**src/rtl/cache_arbiter_pkg.sv**
```systemverilog
// Shared types for the I/D-cache to backing-memory arbiter.
// Build option ARB_ROUND_ROBIN_EN selects round-robin tie-breaking (default: D-cache priority).
package cache_arbiter_pkg;

    localparam int unsigned ADDR_W = 12;
    localparam int unsigned LINE_W = 128;

    typedef logic [ADDR_W-1:0] lc3b_wb_adr;
    typedef logic [LINE_W-1:0] lc3b_line;

    typedef enum logic [1:0] {
        IDLE,
        SERVE_I,
        SERVE_D,
        RECOVER
    } lc3b_arb_state;

    typedef enum logic {
        GRANT_I,
        GRANT_D
    } lc3b_arb_port;

endpackage

```
**src/rtl/cache_arbiter_if.sv**
```systemverilog
// Bundles the I-cache, D-cache and pmem-side signals of the arbiter.
// The slave modport is the arbiter's view; master is the surrounding system's view.
interface cache_arbiter_if;
    import cache_arbiter_pkg::*;

    logic       i_read;
    lc3b_wb_adr i_address;
    lc3b_line   i_rdata;
    logic       i_resp;

    logic       d_read;
    logic       d_write;
    lc3b_wb_adr d_address;
    lc3b_line   d_wdata;
    lc3b_line   d_rdata;
    logic       d_resp;

    logic       pmem_read;
    logic       pmem_write;
    lc3b_wb_adr pmem_address;
    lc3b_line   pmem_wdata;
    lc3b_line   pmem_rdata;
    logic       pmem_resp;

    modport slave (
        input  i_read, i_address, d_read, d_write, d_address, d_wdata, pmem_rdata, pmem_resp,
        output i_rdata, i_resp, d_rdata, d_resp, pmem_read, pmem_write, pmem_address, pmem_wdata
    );

    modport master (
        output i_read, i_address, d_read, d_write, d_address, d_wdata, pmem_rdata, pmem_resp,
        input  i_rdata, i_resp, d_rdata, d_resp, pmem_read, pmem_write, pmem_address, pmem_wdata
    );

endinterface

```
**src/rtl/cache_arbiter_ctrl.sv**
```systemverilog
// Grant FSM for the cache arbiter: tracks the single outstanding transaction and last grant.
// ARB_ROUND_ROBIN_EN alternates ties; otherwise the D-cache wins every tie.
module cache_arbiter_ctrl
    import cache_arbiter_pkg::*;
(
    input  logic          clk,
    input  logic          rst,
    input  logic          i_req,
    input  logic          d_req,
    input  logic          pmem_resp,
    output lc3b_arb_state state,
    output logic          grant_i,
    output logic          grant_d
);

    lc3b_arb_state state_q, state_d;
    lc3b_arb_port  last_q, last_d;

    always_ff @(posedge clk) begin
        if (rst) begin
            state_q <= IDLE;
            last_q  <= GRANT_D;
        end else begin
            state_q <= state_d;
            last_q  <= last_d;
        end
    end

    always_comb begin
        state_d = state_q;
        last_d  = last_q;
        grant_i = 1'b0;
        grant_d = 1'b0;
        unique case (state_q)
            IDLE: begin
                if (i_req && d_req) begin
`ifdef ARB_ROUND_ROBIN_EN
                    if (last_q == GRANT_D) grant_i = 1'b1;
                    else                   grant_d = 1'b1;
`else
                    grant_d = 1'b1;
`endif
                end else if (i_req) begin
                    grant_i = 1'b1;
                end else if (d_req) begin
                    grant_d = 1'b1;
                end
                if (grant_i) begin
                    state_d = SERVE_I;
                    last_d  = GRANT_I;
                end else if (grant_d) begin
                    state_d = SERVE_D;
                    last_d  = GRANT_D;
                end
            end
            SERVE_I, SERVE_D: begin
                if (pmem_resp) state_d = RECOVER;
            end
            // One dead cycle so the requester can drop its level request.
            RECOVER: state_d = IDLE;
            default: state_d = IDLE;
        endcase
    end

    assign state = state_q;

endmodule

```
**src/rtl/cache_arbiter.sv**
```systemverilog
// Shares one line-wide backing memory between the I-cache and D-cache miss ports.
// Tie-break policy selected by ARB_ROUND_ROBIN_EN (see cache_arbiter_ctrl).
module cache_arbiter
    import cache_arbiter_pkg::*;
(
    input logic            clk,
    input logic            rst,
    cache_arbiter_if.slave bus
);

    lc3b_arb_state state;
    logic          grant_i;
    logic          grant_d;

    lc3b_wb_adr addr_q;
    lc3b_line   wdata_q;
    logic       d_write_q;

    cache_arbiter_ctrl u_ctrl (
        .clk       (clk),
        .rst       (rst),
        .i_req     (bus.i_read),
        .d_req     (bus.d_read | bus.d_write),
        .pmem_resp (bus.pmem_resp),
        .state     (state),
        .grant_i   (grant_i),
        .grant_d   (grant_d)
    );

    // Writeback wins over fill when both are raised: d_write is latched as the transaction kind.
    always_ff @(posedge clk) begin
        if (rst) begin
            addr_q    <= '0;
            wdata_q   <= '0;
            d_write_q <= 1'b0;
        end else if (grant_i) begin
            addr_q <= bus.i_address;
        end else if (grant_d) begin
            addr_q    <= bus.d_address;
            d_write_q <= bus.d_write;
            if (bus.d_write) wdata_q <= bus.d_wdata;
        end
    end

    assign bus.pmem_read    = (state == SERVE_I) || ((state == SERVE_D) && !d_write_q);
    assign bus.pmem_write   = (state == SERVE_D) && d_write_q;
    assign bus.pmem_address = addr_q;
    assign bus.pmem_wdata   = wdata_q;

    assign bus.i_resp  = (state == SERVE_I) && bus.pmem_resp;
    assign bus.d_resp  = (state == SERVE_D) && bus.pmem_resp;
    assign bus.i_rdata = bus.pmem_rdata;
    assign bus.d_rdata = bus.pmem_rdata;

endmodule

```
**src/flat_wrapper.sv**
```systemverilog
// flat-port wrapper written by rule: the top's interface ports become plain ports
module cache_arbiter_flat import cache_arbiter_pkg::*;
  (clk, rst, bus_i_read, bus_i_address, bus_d_read, bus_d_write, bus_d_address, bus_d_wdata, bus_pmem_rdata, bus_pmem_resp, bus_i_rdata, bus_i_resp, bus_d_rdata, bus_d_resp, bus_pmem_read, bus_pmem_write, bus_pmem_address, bus_pmem_wdata);
  cache_arbiter_if bus_i ();
  input logic clk;
  input logic rst;
  input wire logic [$bits(bus_i.i_read)-1:0] bus_i_read;
  input wire logic [$bits(bus_i.i_address)-1:0] bus_i_address;
  input wire logic [$bits(bus_i.d_read)-1:0] bus_d_read;
  input wire logic [$bits(bus_i.d_write)-1:0] bus_d_write;
  input wire logic [$bits(bus_i.d_address)-1:0] bus_d_address;
  input wire logic [$bits(bus_i.d_wdata)-1:0] bus_d_wdata;
  input wire logic [$bits(bus_i.pmem_rdata)-1:0] bus_pmem_rdata;
  input wire logic [$bits(bus_i.pmem_resp)-1:0] bus_pmem_resp;
  output wire logic [$bits(bus_i.i_rdata)-1:0] bus_i_rdata;
  output wire logic [$bits(bus_i.i_resp)-1:0] bus_i_resp;
  output wire logic [$bits(bus_i.d_rdata)-1:0] bus_d_rdata;
  output wire logic [$bits(bus_i.d_resp)-1:0] bus_d_resp;
  output wire logic [$bits(bus_i.pmem_read)-1:0] bus_pmem_read;
  output wire logic [$bits(bus_i.pmem_write)-1:0] bus_pmem_write;
  output wire logic [$bits(bus_i.pmem_address)-1:0] bus_pmem_address;
  output wire logic [$bits(bus_i.pmem_wdata)-1:0] bus_pmem_wdata;
  assign bus_i.i_read = bus_i_read;
  assign bus_i.i_address = bus_i_address;
  assign bus_i.d_read = bus_d_read;
  assign bus_i.d_write = bus_d_write;
  assign bus_i.d_address = bus_d_address;
  assign bus_i.d_wdata = bus_d_wdata;
  assign bus_i.pmem_rdata = bus_pmem_rdata;
  assign bus_i.pmem_resp = bus_pmem_resp;
  assign bus_i_rdata = bus_i.i_rdata;
  assign bus_i_resp = bus_i.i_resp;
  assign bus_d_rdata = bus_i.d_rdata;
  assign bus_d_resp = bus_i.d_resp;
  assign bus_pmem_read = bus_i.pmem_read;
  assign bus_pmem_write = bus_i.pmem_write;
  assign bus_pmem_address = bus_i.pmem_address;
  assign bus_pmem_wdata = bus_i.pmem_wdata;
  cache_arbiter u_core (.clk(clk), .rst(rst), .bus(bus_i));
endmodule
```
**config.mk**
```make
export PLATFORM = sky130hd
export DESIGN_NAME = cache_arbiter_flat
export DESIGN_NICKNAME = d
export VERILOG_FILES = /design/src/rtl/cache_arbiter_pkg.sv /design/src/rtl/cache_arbiter_if.sv /design/src/rtl/cache_arbiter_ctrl.sv /design/src/rtl/cache_arbiter.sv /design/src/flat_wrapper.sv
export SDC_FILE = /design/constraint.sdc
export NUM_CORES = 1
export LEC_CHECK = 0
export CORE_AREA = 2 2 265 267
export CTS_CLUSTER_DIAMETER = 60
export CTS_CLUSTER_SIZE = 30
export DETAILED_ROUTE_END_ITERATION = 8
export DIE_AREA = 0 0 267 269
export MAX_ROUTING_LAYER = met4
export SLEW_MARGIN = 40
export SYNTH_ARGS = -nofsm -noshare
export SYNTH_HDL_FRONTEND = slang
export SYNTH_SLANG_ARGS = --single-unit
```
**constraint.sdc**
```tcl
create_clock -name clk -period 2 [get_ports clk]
set_input_delay 0.2 -clock clk [delete_from_list [all_inputs] [get_ports clk]]
set_output_delay 0.2 -clock clk [all_outputs]
set_load 0.005 [all_outputs]
```
## After elaboration in Yosys (flattened, before gate mapping)

Cells that the tools add are included.

| word-level totals | value |
|---|---|
| flip-flop bits (word level) | 143 |
| latch bits | 0 |
| memory bits (writable) | 0 |
| ROM bits | 0 |
| input port bits | 286 |
| output and inout bits | 400 |
| memories | 0 |

| operators by class | value |
|---|---|
| add/subtract/negate cells | 0 |
| multipliers | 0 |
| div/mod/pow operators | 0 |
| $lt $le $gt $ge | 0 |
| eq/ne operators | 5 |
| shifts and indexed selects | 0 |
| mux-type cells | 15 |
| bitwise logic cells | 2 |
| reductions and logical operators | 13 |

Operators by type and width:

| operator | count |
|---|---|
| 12-bit two-way mux | 2 |
| 1-bit two-way mux | 9 |
| 2-bit two-way mux | 3 |
| 2-bit case mux with 3 select lines | 1 |
| 1-bit logical AND | 5 |
| 2-bit == test (second input constant) | 2 |
| 2-bit AND reduction | 2 |
| 3-bit inequality test (second input constant) | 1 |
| 3-bit AND reduction | 1 |
| 2-bit by 1-bit == test with 1-bit output (second input constant) | 1 |
| 2-bit zero test | 1 |
| 2-bit inequality test (second input constant) | 1 |
| 2-bit nonzero test | 1 |
| 2-bit OR reduction | 1 |
| 1-bit zero test | 1 |
| 1-bit logical OR | 1 |
| 1-bit NOT | 1 |
| 1-bit bitwise OR | 1 |

## Longest topological paths before layout

Gate-level depths: netlist of run 1.

| logic depth | value |
|---|---|
| word-level depth | 8 |
| depth in mapped cells | 7 |
| gate-level depth less buffers | 5 |

## Modules after synthesis

From an unflattened synthesis of run 1, not the netlist that was laid out.

| unflattened totals | value |
|---|---|
| cell total of the unflattened synthesis | 912 |
| area total of the unflattened synthesis | 7353.3 um^2 |

By module, submodules not included:

| module | times used | cells each | area each (um^2) | sequential area each (um^2) |
|---|---|---|---|---|
| cache_arbiter | 1 | 892 | 7168.1 | 2822.7 |
| cache_arbiter_ctrl | 1 | 20 | 185.2 | 40.0 |

## Least setup slack after synthesis of run 1

OpenSTA, ideal clock, no wires.

| path | value |
|---|---|
| path kind | reg-to-reg |
| start | register u_core.u_ctrl.state_q[0], in the netlist u_core.u_ctrl.state[0] |
| end | register u_core.u_ctrl.state_q[1], in the netlist u_core.u_ctrl.state[1] |
| library setup time | 70 ps |
| arrival | 1451 ps |
| required time | 1930 ps |
| path slack | 479 ps |
| stages on the path, launching flop included | 6 |
| path buffers | 0 |
| period minus slack after synthesis | 1521 ps |
| path through | dfxtp_1 > inv_1 > ha_1 > nor2b_1 > or4_1 > a21oi_1 |

| on the way | value |
|---|---|
| longest elaborated chain between the ends | 4 |
| elaborated cells on any way between the ends | 9 |
| classes of those cells | 5 x eq/ne; 1 x mux; 3 x reduce/logical |

Ends and longest elaborated chain:

| element | line | RTL |
|---|---|---|
| start, declared | cache_arbiter_ctrl.sv:16 | `lc3b_arb_state state_q, state_d;` |
| start signal, assigned | cache_arbiter_ctrl.sv:24 | `state_q <= state_d;` |
| 2-bit == test / 2-bit by 1-bit == test with 1-bit output (equally long branches) | cache_arbiter_ctrl.sv:34 | `unique case (state_q)` |
| 2-bit OR reduction | cache_arbiter_ctrl.sv:34 |  |
| 2-bit inequality test (no line) | - |  |
| 2-bit AND reduction (no line) | - |  |

Several ways; a longest one is shown, not always the timed one.
A chain may end at the register's enable or synchronous reset.

## Worst setup path in the final report of run 1

| path | value |
|---|---|
| start | register u_core.u_ctrl.state_q[0], in the netlist u_core.u_ctrl.state[0] |
| end | output port bus_pmem_write |

| on the way | value |
|---|---|
| longest elaborated chain between the ends | 2 |

Ends and longest elaborated chain:

| element | line | RTL |
|---|---|---|
| 2-bit == test | cache_arbiter.sv:46 | `assign bus.pmem_write = (state == SERVE_D) && d_write_q;` |
| 1-bit logical AND | cache_arbiter.sv:46 |  |
| end, declared | flat_wrapper.sv:20 | `output wire logic [$bits(bus_i.pmem_write)-1:0] bus_pmem_write;` |

No other way between the ends.

==> results of run 1 <==
==> logic make-up after synthesis <==
logic type / synth area share, %
buffers and inverters: 30.6
AND/OR/NAND/NOR: 16.8
adder cells (fa/ha/maj): 0.710
flip-flops: 40.6
AO/OA/AOI/OAI: 11.3
==> per-layer routing <==
metal | vias up | GRT usage (%) | share of wire (%) | wire [µm]
met5 | - | - | 0 | 0
met4 | 0 | 6.48 | 7.4 | 1850
met3 | 141 | 4.37 | 13 | 3280
met2 | 416 | 9.83 | 43 | 10700
met1 | 2436 | 6.80 | 37 | 9320
li1 | 2684 | - | - | -
==> power breakdown <==
part | total [W] | internal, W | switching, W
logic | 0.00365 | 0.00188 | 0.00178
registers | 0.00370 | 0.00341 | 0.000286
clock network | 0.00367 | 0.00224 | 0.00142
==> flip-flops by register name (all words and copies together) (netlist names) <==
signal,count
u_core.bus.pmem_wdata,128
u_core.bus.pmem_address,12
u_core.u_ctrl.state,2
u_core.d_write_q,1
==> synth_stat cells (4+ instances only) <==
| library cell | count |
|---|---|
| buf_2 | 29 |
| dfxtp_1 | 143 |
| a311oi_1 | 12 |
| buf_1 | 4 |
| clkbuf_1 | 15 |
| a21oi_1 | 130 |
| buf_4 | 257 |
| and2_1 | 4 |
| inv_1 | 4 |
| ha_1 | 4 |
| nor2_1 | 14 |
| nand2_1 | 281 |
==> what timing repair did <==
item	CTS	global route
setup endpoints to repair	4	3
cloned	0	0
hold buffers	0	0
pin swaps	0	0
resized for setup	3	3
==> how the worst max path moves through the flow <==
stage,startpoint,end,slack [ns],cells past startpoint
CTS,u_core.u_ctrl.state[1],bus_pmem_read,0.01,4
detailed placement,bus_d_write,u_core.bus.pmem_wdata[41],0.22,6
floorplan,u_core.u_ctrl.state[0],u_core.u_ctrl.state[1],0.48,5
global placement,bus_d_write,u_core.bus.pmem_wdata[28],0.26,6
finish,u_core.u_ctrl.state[0],bus_pmem_write,0.13,4
global route,u_core.u_ctrl.state[0],bus_pmem_write,0.004,4
==> layout make-up <==
| cell class | instances | area (µm²) |
|---|---|---|
| flip-flops and latches | 143 | 2860 |
| clock buffers | 18 | 439 |
| well taps | 940 | 1180 |
| clock inverters | 13 | 211 |
| inverters | 4 | 15.0 |
| fillers | 7932 | 59300 |
| repair buffers | 314 | 3210 |
| multi-input cells | 457 | 2050 |
==> critical path, delay by kind of cell (launching register included) <==
kind | cells | cell delay (ns)
buffers and inverters | 2 | 0.60
DFF | 1 | 0.32
and+or+nand+nor | 1 | 0.13
adders and majority gates | 1 | 0.15
==> metrics by stage <==
step	instances	worst slack (ns)	instance area, µm²
2_1_floorplan	909	0.479	7050
3_3_place_gp	1858	0.263	9310
3_5_place_dp	1858	0.216	9310
4_1_cts	1889	0.0101	9960
5_1_grt	1889	0.00426	9970
6_report	1889	0.130	9970
==> summary.md, run 1 <==
| Metric | Value |
|---|---|
| Status | completed |
| Crit path max-delay cell type | clkdlybuf4s50_1 |
| ANT cells | 0 |
| Post-route DRC violation count | 0 |
| DRT iter0 DRCs | 176 |
| Synth Flop Type | dfxtp_1 |
| Final ANT Viol Nets | 0 |
| Crit path kind | register to primary output |
| Cell area after synthesis | 7050 µm² |
| Setup TNS | 0 ns |
| Hold_sp | rst |
| RePlAce Congestion | 0.677 |
| Input/output buffers | 301 |
| Detail Placement HPWL | 18.8 mm |
| Hold depth | 2 |
| FF-to-FF path depth | 5 |
| Data arrival, critical path | 1.67 ns |
| EDFF count, synth | 0 |
| Buffers inserted by post-CTS timing repair | 0 |
| Clk slew on worst S/H paths | 0.07 ns |
| Final net count | 1227 |
| Maxcap violations | 0 |
| Commonest cells after routing, fill and taps aside | 298 x clkdlybuf4s50_1, 280 x nand2_1, 142 x dfxtp_1 |
| Core footprint | 69300 µm² |
| Wire per inst | 13.3 µm |
| Initial Util | 10.2% |
| Root Buffer | clkbuf_16 |
| DRT Pass-1 Iters | 4 |
| Largest net degree at the start of global routing | 69 |
| Hold Vio Cnt, Final | 0 |
| Global-route wire length before repair | 34.8 mm |
| Hold WS | 0.0783 ns |
| Row cnt | 97 |
| Worst skew pair latency | 0.46 ns |
| Ys Warns | 0 |
| Sink Count | 143 |
| Normalized max-slew margin | 66.0% |
| Ports | 686 |
| Hold Path Class | primary input to register |
| Grt total ovfl | 0 |
| CTS buffer count | 17 |
| CP max stage delay | 0.50 ns |
| Number of global-route vias before repair | 5353 |
| Final Skew | 0.00941 ns |
| FMAX | 535 MHz |
| Initial antenna violation count | 0 |
| H-tree Lvls | 4 |
| Setup-failing EPs final | 0 |
| Most common cell after layout, fill and taps aside | clkdlybuf4s50_1 |
| Synthesized area per cell | 7.76 µm² |
| Worst setup EP type | primary output |
| RSZ-0062 raised after global routing | false |
| Worst-path maximum fanout | 4 |
| Overall power | 0.0110 W |
| Syn-to-layout area delta | 41.4% |
| Share of Yosys cell area claimed by the top area cell type | 40.6% |
| CTS tree | yes |
| Die area | 71800 µm² |
| Flop2flop setup slack | 0.29 ns |
| Mapped Nets | 1199 |
| Sequential-to-total area share from yosys stat | 40.6% |
| All-Layer GR Usage | 7.09% |
| Reg-to-Reg End | u_core.u_ctrl.state[1] |
| Worst path cell trace | inv_2, ha_4, and2_1, clkdlybuf4s50_1 |
| Syn Inst Count | 909 |
| Share of layout cells above drive strength 1 | 5.37% |
| Pins Over Slew Limit | 0 |
| CTS Buffer Depth | 2 |
| Fin crit period | 1.87 ns |
| CP Data Required Time | 1.80 ns |
| Drt total wl | 25.2 mm |
| Worst-margin pin slew | 0.502 ns |
| CP Launch Type | register |
| Reg2Reg Launch Point | u_core.u_ctrl.state[1] |
| Final worst-path cycle share | 93.5% |
| LEAKAGE | 3.38 nW |
| Hold endpoint | u_core.bus.pmem_wdata[36] |
| Worst vdd ir | 0.644 mV |
| Vias | 5677 |
| Die Wd | 267 µm |
| Area contributors post-synth | dfxtp_1 41%, buf_4 27%, nand2_1 15% |
| Cell taking the most area after synthesis | dfxtp_1 |
| Util after Layout | 14.4% |
| Synth Register Bits | 143 |
| Synth unique cells | 24 |
| Async set-reset flop share out of synthesis | 0% |
| Power density over the cells | 1110 nW/µm² |
| Vias per cell | 3.01 |
| Die Span Y | 269 µm |
(Power assumes the default switching activity.)
==> run 2: changes to the inputs <==
--- a/config.mk
+++ b/config.mk
@@ -5,11 +5,10 @@
 export SDC_FILE = /design/constraint.sdc
 export NUM_CORES = 1
 export LEC_CHECK = 0
-export CORE_AREA = 2 2 265 267
-export CTS_CLUSTER_DIAMETER = 60
+export CORE_AREA = 2 2 268 270
 export CTS_CLUSTER_SIZE = 30
 export DETAILED_ROUTE_END_ITERATION = 8
-export DIE_AREA = 0 0 267 269
+export DIE_AREA = 0 0 270 272
 export MAX_ROUTING_LAYER = met4
 export SLEW_MARGIN = 40
 export SYNTH_ARGS = -nofsm -noshare
==> constraint.sdc (replaced) <==
create_clock -name clk -period 2.4 [get_ports clk]
set_input_delay 0.24 -clock clk [delete_from_list [all_inputs] [get_ports clk]]
set_output_delay 0.24 -clock clk [all_outputs]
set_load 0.005 [all_outputs]
==> summary.md, run 2 (synthesized netlist as in run 1, its figures left out) <==
| Metric | Value |
|---|---|
| Grt total ovfl | 0 |
| Drt total wl | 24.2 mm |
| Input/output buffers | 301 |
| LEAKAGE | 3.28 nW |
| Status | completed |
| Global-route wire length before repair | 34.6 mm |
| DRT Pass-1 Iters | 4 |
| GR Layer Usage met3 | 3.95% |
| Die area | 73400 µm² |
| CP Data Required Time | 2.16 ns |
| Final worst-path cycle share | 83.5% |
| Worst-path maximum fanout | 4 |
| Place WS | 0.508 ns |
| Worst-margin pin slew | 0.513 ns |
| H-tree Lvls | 4 |
| ANT cells | 0 |
| Root Buffer | clkbuf_16 |
| Final ANT Viol Nets | 0 |
| Max FFs per register | 128 |
| GR Layer Usage met1 | 6.49% |
| GRT busiest layer | met2 |
| Vias | 5648 |
| Row cnt | 98 |
| Sink Count | 143 |
| Overall power | 0.00871 W |
| Clk slew on worst S/H paths | 0.07 ns |
| Share of layout cells above drive strength 1 | 4.86% |
| Initial antenna violation count | 0 |
| Setup TNS | 0 ns |
| Post-route DRC violation count | 0 |
| Worst vdd ir | 0.549 mV |
| Hold_buf cts | 0 |
| Slack of the critical path | 0.397 ns |
| Maxcap violations | 0 |
| Ports | 686 |
| Detail Placement HPWL | 17.8 mm |
| CP Launch Type | register |
| Worst skew pair latency | 0.47 ns |
| CTS Buffer Depth | 2 |
| Crit path kind | register to primary output |
| Normalized max-slew margin | 65.8% |
| Post-CTS sizing | 0 |
| Data arrival, critical path | 1.76 ns |
| Hold Vio Cnt, Final | 0 |
| Die Wd | 270 µm |
| Commonest cells after routing, fill and taps aside | 300 x clkdlybuf4s50_1, 280 x nand2_1, 143 x dfxtp_1 |
| Pins Over Slew Limit | 0 |
| Flop2flop setup slack | 0.67 ns |
| Power density over the cells | 886 nW/µm² |
| Worst setup EP type | primary output |
| All-Layer GR Usage | 6.70% |
| Buffers inserted by post-CTS timing repair | 0 |
| CTS buffer count | 17 |
| DRT iter0 DRCs | 226 |
| Vias per cell | 2.98 |
| GR Util met2 | 9.13% |
| Setup-failing EPs final | 0 |
| Final net count | 1224 |
| Number of global-route vias before repair | 5435 |
| CTS tree | yes |
| Die Span Y | 272 µm |
| RSZ-0062 raised after global routing | false |
| Initial Util | 9.97% |
| RePlAce Congestion | 0.709 |
| Wire per inst | 12.8 µm |
| Core footprint | 70800 µm² |
| Syn-to-layout area delta | 39.4% |
| Largest net degree at the start of global routing | 69 |
| Most common cell after layout, fill and taps aside | clkdlybuf4s50_1 |
| Final Skew | 0.0140 ns |
| FMAX | 499 MHz |
| Hold Path Class | primary input to register |
| Fin crit period | 2.00 ns |
## run 2: cell count changes in the layout (fill, tap and decap cells not counted), sizes merged, moves of 2 or more
cell           previous run  this run
buf                      14        11
inv                       5         8
clkdlybuf4s50           298       300
bufinv                    5         1
clkinvlp                  1         5
## run 2: cell type report
| type | count | area (µm²) |
|---|---|---|
| multi-input cells | 457 | 2040 |
| clock buffers | 17 | 425 |
| repair buffers | 311 | 3160 |
| fillers | 8149 | 60900 |
| clock inverters | 15 | 138 |
| well taps | 950 | 1190 |
| inverters | 4 | 15.0 |
| flip-flops and latches | 143 | 2860 |
## run 2: report_power, final
part | total [W] | leakage, nW | switching [W] | internal [W]
Sequential | 0.00308 | 1.17 | 0.000241 | 0.00284
Clock | 0.00268 | 0.264 | 0.00125 | 0.00144
Combinational | 0.00294 | 1.85 | 0.00142 | 0.00152
Total | 0.00871 | 3.28 | 0.00291 | 0.00580
## run 2: stage by stage
step	util, %	hold WS (ns)	area, µm²	cells
final	13.9	0.0830	9830	1897
after global routing	13.9	0.0444	9830	1897
after CTS	13.9	0.0290	9830	1897
after detailed placement	13.1	0.446	9270	1865
after global placement	13.1	0.441	9270	1865
after floorplan	-	0.376	7050	909
## run 2: routing by layer
layer  vias up  wire length [µm]
met4         0              2020
met1      2406              9060
met3       147              3100
met2       417             10000
li1       2678                 -
met5         -                 0
## run 2: critical path: stages (launching register included)
cell             delay, ns
dfxtp_1               0.35
inv_1                 0.09
ha_1                  0.23
a21o_1                0.18
clkdlybuf4s50_1       0.45
## run 2: path summary, 6_finish.rpt
check | start | cells past startpoint | end
setup / recovery | u_core.u_ctrl.state[0] | 4 | bus_pmem_read
hold / removal | rst | 2 | u_core.bus.pmem_wdata[37]
setup reg to reg | u_core.u_ctrl.state[0] | 5 | u_core.bus.pmem_address[0]
hold reg to reg | u_core.bus.pmem_wdata[70] | 2 | u_core.bus.pmem_wdata[70]
==> run 3: changes to the inputs <==
--- a/config.mk
+++ b/config.mk
@@ -5,10 +5,10 @@
 export SDC_FILE = /design/constraint.sdc
 export NUM_CORES = 1
 export LEC_CHECK = 0
-export CORE_AREA = 2 2 268 270
+export CORE_AREA = 2 2 265 267
 export CTS_CLUSTER_SIZE = 30
 export DETAILED_ROUTE_END_ITERATION = 8
-export DIE_AREA = 0 0 270 272
+export DIE_AREA = 0 0 267 269
 export MAX_ROUTING_LAYER = met4
 export SLEW_MARGIN = 40
 export SYNTH_ARGS = -nofsm -noshare
==> constraint.sdc (replaced) <==
create_clock -name clk -period 1.9 [get_ports clk]
set_input_delay 0.19 -clock clk [delete_from_list [all_inputs] [get_ports clk]]
set_output_delay 0.19 -clock clk [all_outputs]
set_load 0.005 [all_outputs]
==> summary.md, run 3 (synthesized netlist as in run 1, its figures left out) <==
| Metric | Value |
|---|---|
| Power density over the cells | 1150 nW/µm² |
| Detail Placement HPWL | 19.5 mm |
| Sink Count | 143 |
| Final Skew | 0.0135 ns |
| Fin crit period | 1.68 ns |
| Share of layout cells above drive strength 1 | 6.58% |
| Commonest cells after routing, fill and taps aside | 295 x clkdlybuf4s50_1, 280 x nand2_1, 141 x dfxtp_1 |
| DRT Pass-1 Iters | 4 |
| Int Power | 0.00773 W |
| Hold Path Class | primary input to register |
| Reg2Reg Launch Point | u_core.u_ctrl.state[0] |
| Hold depth | 2 |
| Sw Ratio | 32.8% |
| Die area | 71800 µm² |
| Worst path cell trace | inv_2, ha_2, and2_1, dlygate4sd2_1 |
| Normalized max-slew margin | 65.9% |
| Design Area, Final | 9990 µm² |
| Clock power share | 31.8% |
| ANT cells | 0 |
| Hold Vio Cnt, Final | 0 |
| CTS buffer count | 17 |
| Hold_sp | rst |
| Seq pwr share | 33.8% |
| DRT iter0 DRCs | 195 |
| Largest net degree at the start of global routing | 57 |
| Critical path depth | 4 |
| Final worst-path cycle share | 88.2% |
| Drt total wl | 25.8 mm |
| Worst vdd ir | 0.868 mV |
| LEAKAGE | 3.41 nW |
| Hold WS | 0.164 ns |
| Row cnt | 97 |
| Most common cell after layout, fill and taps aside | clkdlybuf4s50_1 |
| Worst skew pair latency | 0.47 ns |
| CP max stage delay | 0.35 ns |
| Max FFs per register | 128 |
| Worst path bufs/invs | 2 |
| Net Sw Power | 0.00378 W |
| Area of the multi-input gates | 2050 µm² |
| Initial antenna violation count | 0 |
| Comb pwr share | 34.4% |
| Core footprint | 69300 µm² |
| Final net count | 1234 |
| Die Span Y | 269 µm |
| Grt total ovfl | 0 |
| Crit path kind | register to primary output |
| Wire per inst | 13.6 µm |
| Ports | 686 |
| Place WS | 0.227 ns |
| Top delay family on crit path | flip-flops |
| Setup TNS | 0 ns |
| Crit path launch | u_core.u_ctrl.state[1] |
| Status | completed |
| CP Data Required Time | 1.71 ns |
| Pins Over Slew Limit | 0 |
| Setup-failing EPs final | 0 |
| Crit path max-delay cell type | dfxtp_2 |
| Input/output buffers | 301 |
| Maxcap violations | 0 |
| Number of global-route vias before repair | 5569 |
| RSZ-0062 raised after global routing | false |
| Worst setup EP type | primary output |
| Slack of the critical path | 0.224 ns |
| Worst-margin pin slew | 0.512 ns |
| Initial Util | 10.2% |
| Placed instance area | 9370 µm² |
| Vias | 5697 |
| All-Layer GR Usage | 7.28% |
| Vias per cell | 3.00 |
| Global-route wire length before repair | 35.6 mm |
| Final ANT Viol Nets | 0 |
| Register area | 2870 µm² |
| H-tree Lvls | 4 |
| FF-to-FF path depth | 7 |
| Root Buffer | clkbuf_16 |
| Fillers | 7891 |
| CTS tree | yes |
| RePlAce Congestion | 0.674 |
| Data arrival, critical path | 1.49 ns |
| Syn-to-layout area delta | 41.7% |
| Worst-path maximum fanout | 3 |
| CTS Buffer Depth | 2 |
| FMAX | 597 MHz |
| CP Launch Type | register |
| Util after Layout | 14.4% |
| Post-route DRC violation count | 0 |
| Clk slew on worst S/H paths | 0.07 ns |
| Die Wd | 267 µm |
## run 3: repair_timing
item,4_1_cts,5_1_grt
resized for setup,10,2
buffers inserted,0,0
setup endpoints to repair,4,2
hold buffers,0,0
## run 3: metrics by stage
stage / instances / power (W)
after CTS: 1897 / 0.0118
after global routing: 1897 / 0.0123
final: 1897 / 0.0115
after floorplan: 909 / 0.00603
after global placement: 1865 / 0.00797
after detailed placement: 1865 / 0.00800
## run 3: layout make-up
class                   count  share of cell area [%]
inverters                   4                   0.150
flip-flops and latches    143                    28.7
clock inverters            15                    1.85
well taps                 940                    11.8
repair buffers            321                    32.8
clock buffers              17                    4.26
multi-input cells         457                    20.5
## run 3: power by group through the flow
stage | Sequential, W | Combinational [W] | Clock [W]
3_5_place_dp | 0.00395 | 0.00404 | 0
2_1_floorplan | 0.00398 | 0.00205 | 0
4_1_cts | 0.00390 | 0.00404 | 0.00390
3_3_place_gp | 0.00393 | 0.00404 | 0
5_1_grt | 0.00396 | 0.00439 | 0.00398
6_report | 0.00389 | 0.00396 | 0.00366
## run 3: per-layer routing
metal | vias up | track usage, % | routed length [µm]
li1 | 2698 | - | -
met1 | 2434 | 6.74 | 9500
met2 | 426 | 10.3 | 11000
met3 | 139 | 4.74 | 3370
met4 | 0 | 6.51 | 1950
met5 | - | - | 0
## run 3: final timing paths
path | slack [ns] | endpoint
worst min register to register | 0.45 | u_core.bus.pmem_wdata[8]
worst min-delay path | 0.16 | u_core.bus.pmem_wdata[63]
worst max-delay path | 0.22 | bus_i_resp
worst max register to register | 0.26 | u_core.bus.pmem_wdata[28]
